<file path="src/rtl/day_timer_pkg.sv">
// day_timer shared constants, time-of-day struct and packing helper.
package day_timer_pkg;

  localparam int DEF_MIN_PER_HOUR = 60;
  localparam int DEF_HOUR_PER_DAY = 24;
  localparam int DEF_N_ALARM      = 4;
  localparam int DEF_MW = $clog2(DEF_MIN_PER_HOUR);
  localparam int DEF_HW = $clog2(DEF_HOUR_PER_DAY);

  typedef struct packed {
    logic [DEF_HW-1:0] hour;
    logic [DEF_MW-1:0] min;
  } tod_t;

  // Caller slices the result down to HW+MW bits.
  function automatic logic [31:0] time_pack(
    input logic [15:0] hour,
    input logic [15:0] min,
    input int          mw
  );
    return ({16'd0, hour} << mw) | {16'd0, min};
  endfunction

endpackage

</file>
<file path="src/rtl/day_timer_prescaler.sv">
// Minute-step divider: one tick per TICKS enabled cycles.
// clr restarts the count so a load re-aligns the minute boundary.
module tick_prescaler #(
  parameter int TICKS = 1
) (
  input  logic clk,
  input  logic rst_n,
  input  logic en,
  input  logic clr,
  output logic tick
);

  if (TICKS == 1) begin : g_pass
    logic unused_ok;
    assign unused_ok = ^{clk, rst_n, clr};
    assign tick = en;
  end else begin : g_div
    localparam int CW = $clog2(TICKS);
    logic [CW-1:0] cnt_q, cnt_d;

    assign tick = en && (cnt_q == CW'(TICKS - 1));

    always_comb begin
      cnt_d = cnt_q;
      if (clr)
        cnt_d = '0;
      else if (en)
        cnt_d = tick ? '0 : cnt_q + CW'(1);
    end

    always_ff @(posedge clk) begin
      if (!rst_n) cnt_q <= '0;
      else        cnt_q <= cnt_d;
    end
  end

endmodule

</file>
<file path="src/rtl/day_timer.sv">
// Time-of-day counter with prescaler, checked load and
// N sticky alarm channels; all outputs registered.
module day_timer
  import day_timer_pkg::*;
#(
  parameter int TICKS_PER_MIN = 1,
  parameter int MIN_PER_HOUR  = DEF_MIN_PER_HOUR,
  parameter int HOUR_PER_DAY  = DEF_HOUR_PER_DAY,
  parameter int N_ALARM       = DEF_N_ALARM,
  localparam int MW = $clog2(MIN_PER_HOUR),
  localparam int HW = $clog2(HOUR_PER_DAY)
) (
  input  logic               clk,
  input  logic               rst_n,
  input  logic               en,
  input  logic               load,
  input  logic [HW-1:0]      load_hour,
  input  logic [MW-1:0]      load_min,
  input  logic [N_ALARM-1:0] alarm_en,
  input  logic [HW-1:0]      alarm_hour [N_ALARM],
  input  logic [MW-1:0]      alarm_min  [N_ALARM],
  input  logic [N_ALARM-1:0] alarm_ack,
  output logic [HW+MW-1:0]   time_out,
  output logic               min_tick,
  output logic               day_end,
  output logic [N_ALARM-1:0] alarm_pend,
  output logic               load_err
);

  logic [HW-1:0] hour_q, hour_d;
  logic [MW-1:0] min_q, min_d;
  logic tick_q, tick_d;
  logic day_q, day_d;
  logic err_q, err_d;
  logic [N_ALARM-1:0] pend_q, pend_d, match;
  logic load_ok, step;

  assign load_ok = (int'(load_hour) < HOUR_PER_DAY)
                && (int'(load_min) < MIN_PER_HOUR);

  // Any load, good or bad, freezes the divider for that cycle.
  tick_prescaler #(
    .TICKS (TICKS_PER_MIN)
  ) u_pre (
    .clk   (clk),
    .rst_n (rst_n),
    .en    (en && !load),
    .clr   (load && load_ok),
    .tick  (step)
  );

  always_comb begin
    hour_d = hour_q;
    min_d  = min_q;
    tick_d = 1'b0;
    day_d  = 1'b0;
    err_d  = 1'b0;
    if (load) begin
      if (load_ok) begin
        hour_d = load_hour;
        min_d  = load_min;
      end else begin
        err_d = 1'b1;
      end
    end else if (step) begin
      tick_d = 1'b1;
      if (min_q == MW'(MIN_PER_HOUR - 1)) begin
        min_d = '0;
        if (hour_q == HW'(HOUR_PER_DAY - 1)) begin
          hour_d = '0;
          day_d  = 1'b1;
        end else begin
          hour_d = hour_q + HW'(1);
        end
      end else begin
        min_d = min_q + MW'(1);
      end
    end
  end

  // hour_d/min_d are always in range, so bad alarm values never hit.
  for (genvar i = 0; i < N_ALARM; i++) begin : g_alarm
    assign match[i] = step && !load && alarm_en[i]
                   && (alarm_hour[i] == hour_d)
                   && (alarm_min[i] == min_d);
  end

  assign pend_d = (pend_q & ~alarm_ack) | match;

  always_ff @(posedge clk) begin
    if (!rst_n) begin
      hour_q <= '0;
      min_q  <= '0;
      tick_q <= 1'b0;
      day_q  <= 1'b0;
      err_q  <= 1'b0;
      pend_q <= '0;
    end else begin
      hour_q <= hour_d;
      min_q  <= min_d;
      tick_q <= tick_d;
      day_q  <= day_d;
      err_q  <= err_d;
      pend_q <= pend_d;
    end
  end

  assign time_out = (HW + MW)'(
    time_pack(16'(hour_q), 16'(min_q), MW));
  assign min_tick   = tick_q;
  assign day_end    = day_q;
  assign load_err   = err_q;
  assign alarm_pend = pend_q;

endmodule

</file>
<file path="config.mk">
export PLATFORM = sky130hd
export DESIGN_NAME = day_timer
export DESIGN_NICKNAME = d
export VERILOG_FILES = /design/src/rtl/day_timer_pkg.sv /design/src/rtl/day_timer_prescaler.sv /design/src/rtl/day_timer.sv
export SDC_FILE = /design/constraint.sdc
export NUM_CORES = 1
export LEC_CHECK = 0
export CAP_MARGIN = 0
export CORE_ASPECT_RATIO = 0.6
export CORE_MARGIN = 2
export CORE_UTILIZATION = 47
export CTS_CLUSTER_DIAMETER = 40
export CTS_CLUSTER_SIZE = 8
export DETAILED_ROUTE_END_ITERATION = 12
export GPL_TIMING_DRIVEN = 0
export MAX_ROUTING_LAYER = met4
export PLACE_DENSITY = 0.95
export SLEW_MARGIN = 5
export SYNTH_ARGS = -nofsm -noshare
export SYNTH_HDL_FRONTEND = slang
export SYNTH_SLANG_ARGS = --single-unit
</file>
<file path="constraint.sdc">
create_clock -name clk -period 3.9 [get_ports clk]
set_input_delay 0.78 -clock clk [delete_from_list [all_inputs] [get_ports clk]]
set_output_delay 0.78 -clock clk [all_outputs]
set_load 0.03 [all_outputs]
</file>
==> reports/results.txt <==
Leading area contributor after synthesis: dfxtp_1
Synth Cell Area: 2010 sq um
Pin count of the biggest net entering global routing: 11
Total track usage: 32.2%
Total global routing overflow: 0
Nets: 408
Clock sinks: 18
Die Y: 54.7 um
Syn_nets: 320
Cell variety after synth: 71
Critical Path RT: 4.11 ns
# diodes: 0
Die W: 88.5 um
Crit. End Element: flop
Reg area: 360 sq um
Worst-Margin Slew: 0.817 ns
Met2 usage: 49.4%
Number of routed nets with antenna violations: 0
Maximum Capacitance Violations: 0
Mapped Cells: 251
CTS max path bufs: 2
Worst-skew pair later-pin latency: 0.26 ns
Post-route core utilization: 72.5%
Final Setup Violations: 0
Setup ws final: 0.784 ns
Die area: 4840 sq um
# rows: 18
Layout cells sized above 1: 7.69%
Setup Crit Path Kind: primary input to flop
CTS H-Tree Depth: 1
Crit path max fanout: 8
Yosys warns: 0
Hold Buf Count CTS: 0
Average cell area after synthesis: 8.02 sq um
Startpoint class of the critical path: primary input
Met1 usage: 43.2%
Num CTS Buffers: 3
VDD IR max: 0.000134 V
Crit path DAT: 3.33 ns
Hold path startpoint: alarm_pend[1]
Slew HR: 44.1%
RePlAce Congestion: 1.01
Root buffer cell: clkbuf_8
Post-synthesis sequential area ratio: 17.9%
Resized Gates After CTS: 0
Synth area leaders: dfxtp_1 18%, xor2_1 8.7%, xnor2_1 5.2%, nor2_1 4.7%, nand2_1 3.0%
P&R area growth vs syn: 47.8%
Post-Place Worst Slack: 0.555 ns
F_max: 321 MHz
Grt met3 use: 8.75%
Final WL: 7440 um
Setup TNS Final: 0 ns
Area occupied by multi-input gates: 1560 sq um
Status: finished clean
PortBufs: 83
Post-CTS Setup Repair Bufs: 0
Initial antenna violation count: 0
Hold/Removal Path Class: flop to flop
Vias: 2452
Max Slew Vio Count: 0
First-pass GRT wire length: 11200 um
Async S/R FF share, synth: 0%
Post-detailed-placement half-perimeter wirelength: 5990 um
RSZ-0062 raised after global routing: no
Final hold slack: 0.482 ns
DR pass1 iterations: 5
Synth top area share: 17.9%
TritonCTS clock tree: built
Clk slew on worst S/H paths: 0.08 ns
EDFF count, synth: 0
Initial Utilization: 49.1%
Initial DRC Count: 301
Layer with the highest usage: met2
Drt wl/cell: 18.7 um
Worst r2r src: min_q[0]
Final hold vios: 0
Core ar.: 4100 sq um
Synth Flop Type: dfxtp_1
Residual DRC: 0
P per Cell Area: 227 nW/um^2
Synthesized flop and latch total: 18
Critical Path Start: load_hour[3]
Io pins: 85
Clock Skew: 0.00237 ns
Pleak: 0.00112 uW
Number of global-route vias before repair: 2248
Routed vias/inst: 6.16
Minimum clock period: 3.12 ns
Final Cycle Share: 79.9%
Fillers: 338
[cells in the mapped netlist (all sizes together) (3+ instances only)]
cell type / n
xnor2: 12
or3: 3
o2111ai: 5
nand4b: 3
nand3: 5
clkbuf: 5
nor2: 25
a21oi: 9
nand2: 16
o21ai: 10
and2: 5
nand4: 4
o221a: 3
o22ai: 6
a32oi: 3
nor4: 6
xor2: 20
dfxtp: 18
o31ai: 3
a211oi: 4
nand3b: 5
buf: 4
a2111oi: 6
nor3: 9
and3: 4
and3b: 3
o211ai: 3
inv: 12
a31oi: 4
[final timing paths]
check	to	slack [ns]	depth (start not counted)
worst max-delay path	alarm_pend[1]	0.78	8
worst max register to register	alarm_pend[1]	1.03	8
worst min register to register	alarm_pend[1]	0.48	2
worst min-delay path	alarm_pend[1]	0.48	2
[per-stage QoR]
| step | instances | cell area, sq um | total power (uW) |
|---|---|---|---|
| 6_report | 398 | 2970 | 674 |
| 5_1_grt | 398 | 2970 | 699 |
| 4_1_cts | 398 | 2970 | 665 |
| 3_5_place_dp | 394 | 2920 | 505 |
| 3_3_place_gp | 394 | 2920 | 499 |
| 2_1_floorplan | 251 | 2010 | 366 |
[worst max-delay path, stage by stage]
cell	delay (ns)
clkdlybuf4s50_1	0.59
a21boi_1	0.41
nand2_1	0.22
a311oi_4	0.60
xnor2_1	0.12
a2111oi_1	0.37
nand4_1	0.15
nand2_1	0.09
[sequential cells by signal (all words and copies together) (netlist names)]
name,flops
min_q,6
hour_q,5
day_end,1
min_tick,1
load_err,1
alarm_pend,4
[layout by cell type, fill, tap and decap left out, types with 8 or more instances in the layout]
cell,n
a21oi_1,9
clkdlybuf4s50_1,83
dfxtp_1,18
inv_1,11
nand2_1,16
nor2_1,25
nor3_1,8
o21ai_0,8
xnor2_1,12
xor2_1,20
[logic make-up (layout without fill, tap and decap cells)]
kind of cell	Yosys count	in the layout	synth area share [%]
adder cells (fa/ha/maj)	2	2	1.24
AND/OR/NAND/NOR	101	101	30.5
buffers and inverters	21	108	4.48
AO/OA/AOI/OAI	74	74	30.3
flip-flops	18	18	17.9
XOR/XNOR	32	32	13.9
multiplexers	3	3	1.62
[where the power goes]
group	leakage [uW]	switching, uW	internal, uW
clock	0.0000288	74.9	90.1
combinational	0.000943	152	147
sequential	0.000148	16.8	193
[final cells by class]
type | count | share of cell area (%)
Buffer | 9 | 1.52
Clock buffer | 4 | 1.85
Inverter | 12 | 1.52
Multi-Input combinational cell | 212 | 52.5
Sequential cell | 18 | 12.1
Tap cell | 60 | 2.53
Timing Repair Buffer | 83 | 27.9
[per-layer routing]
metal  routed length [um]  vias to the layer above
met5                    0                        -
met4                   72                        0
met3                 1080                       12
met2                 3130                      189
met1                 3160                     1111
li1                     -                     1140
Power figures use the tool's default switching activity.
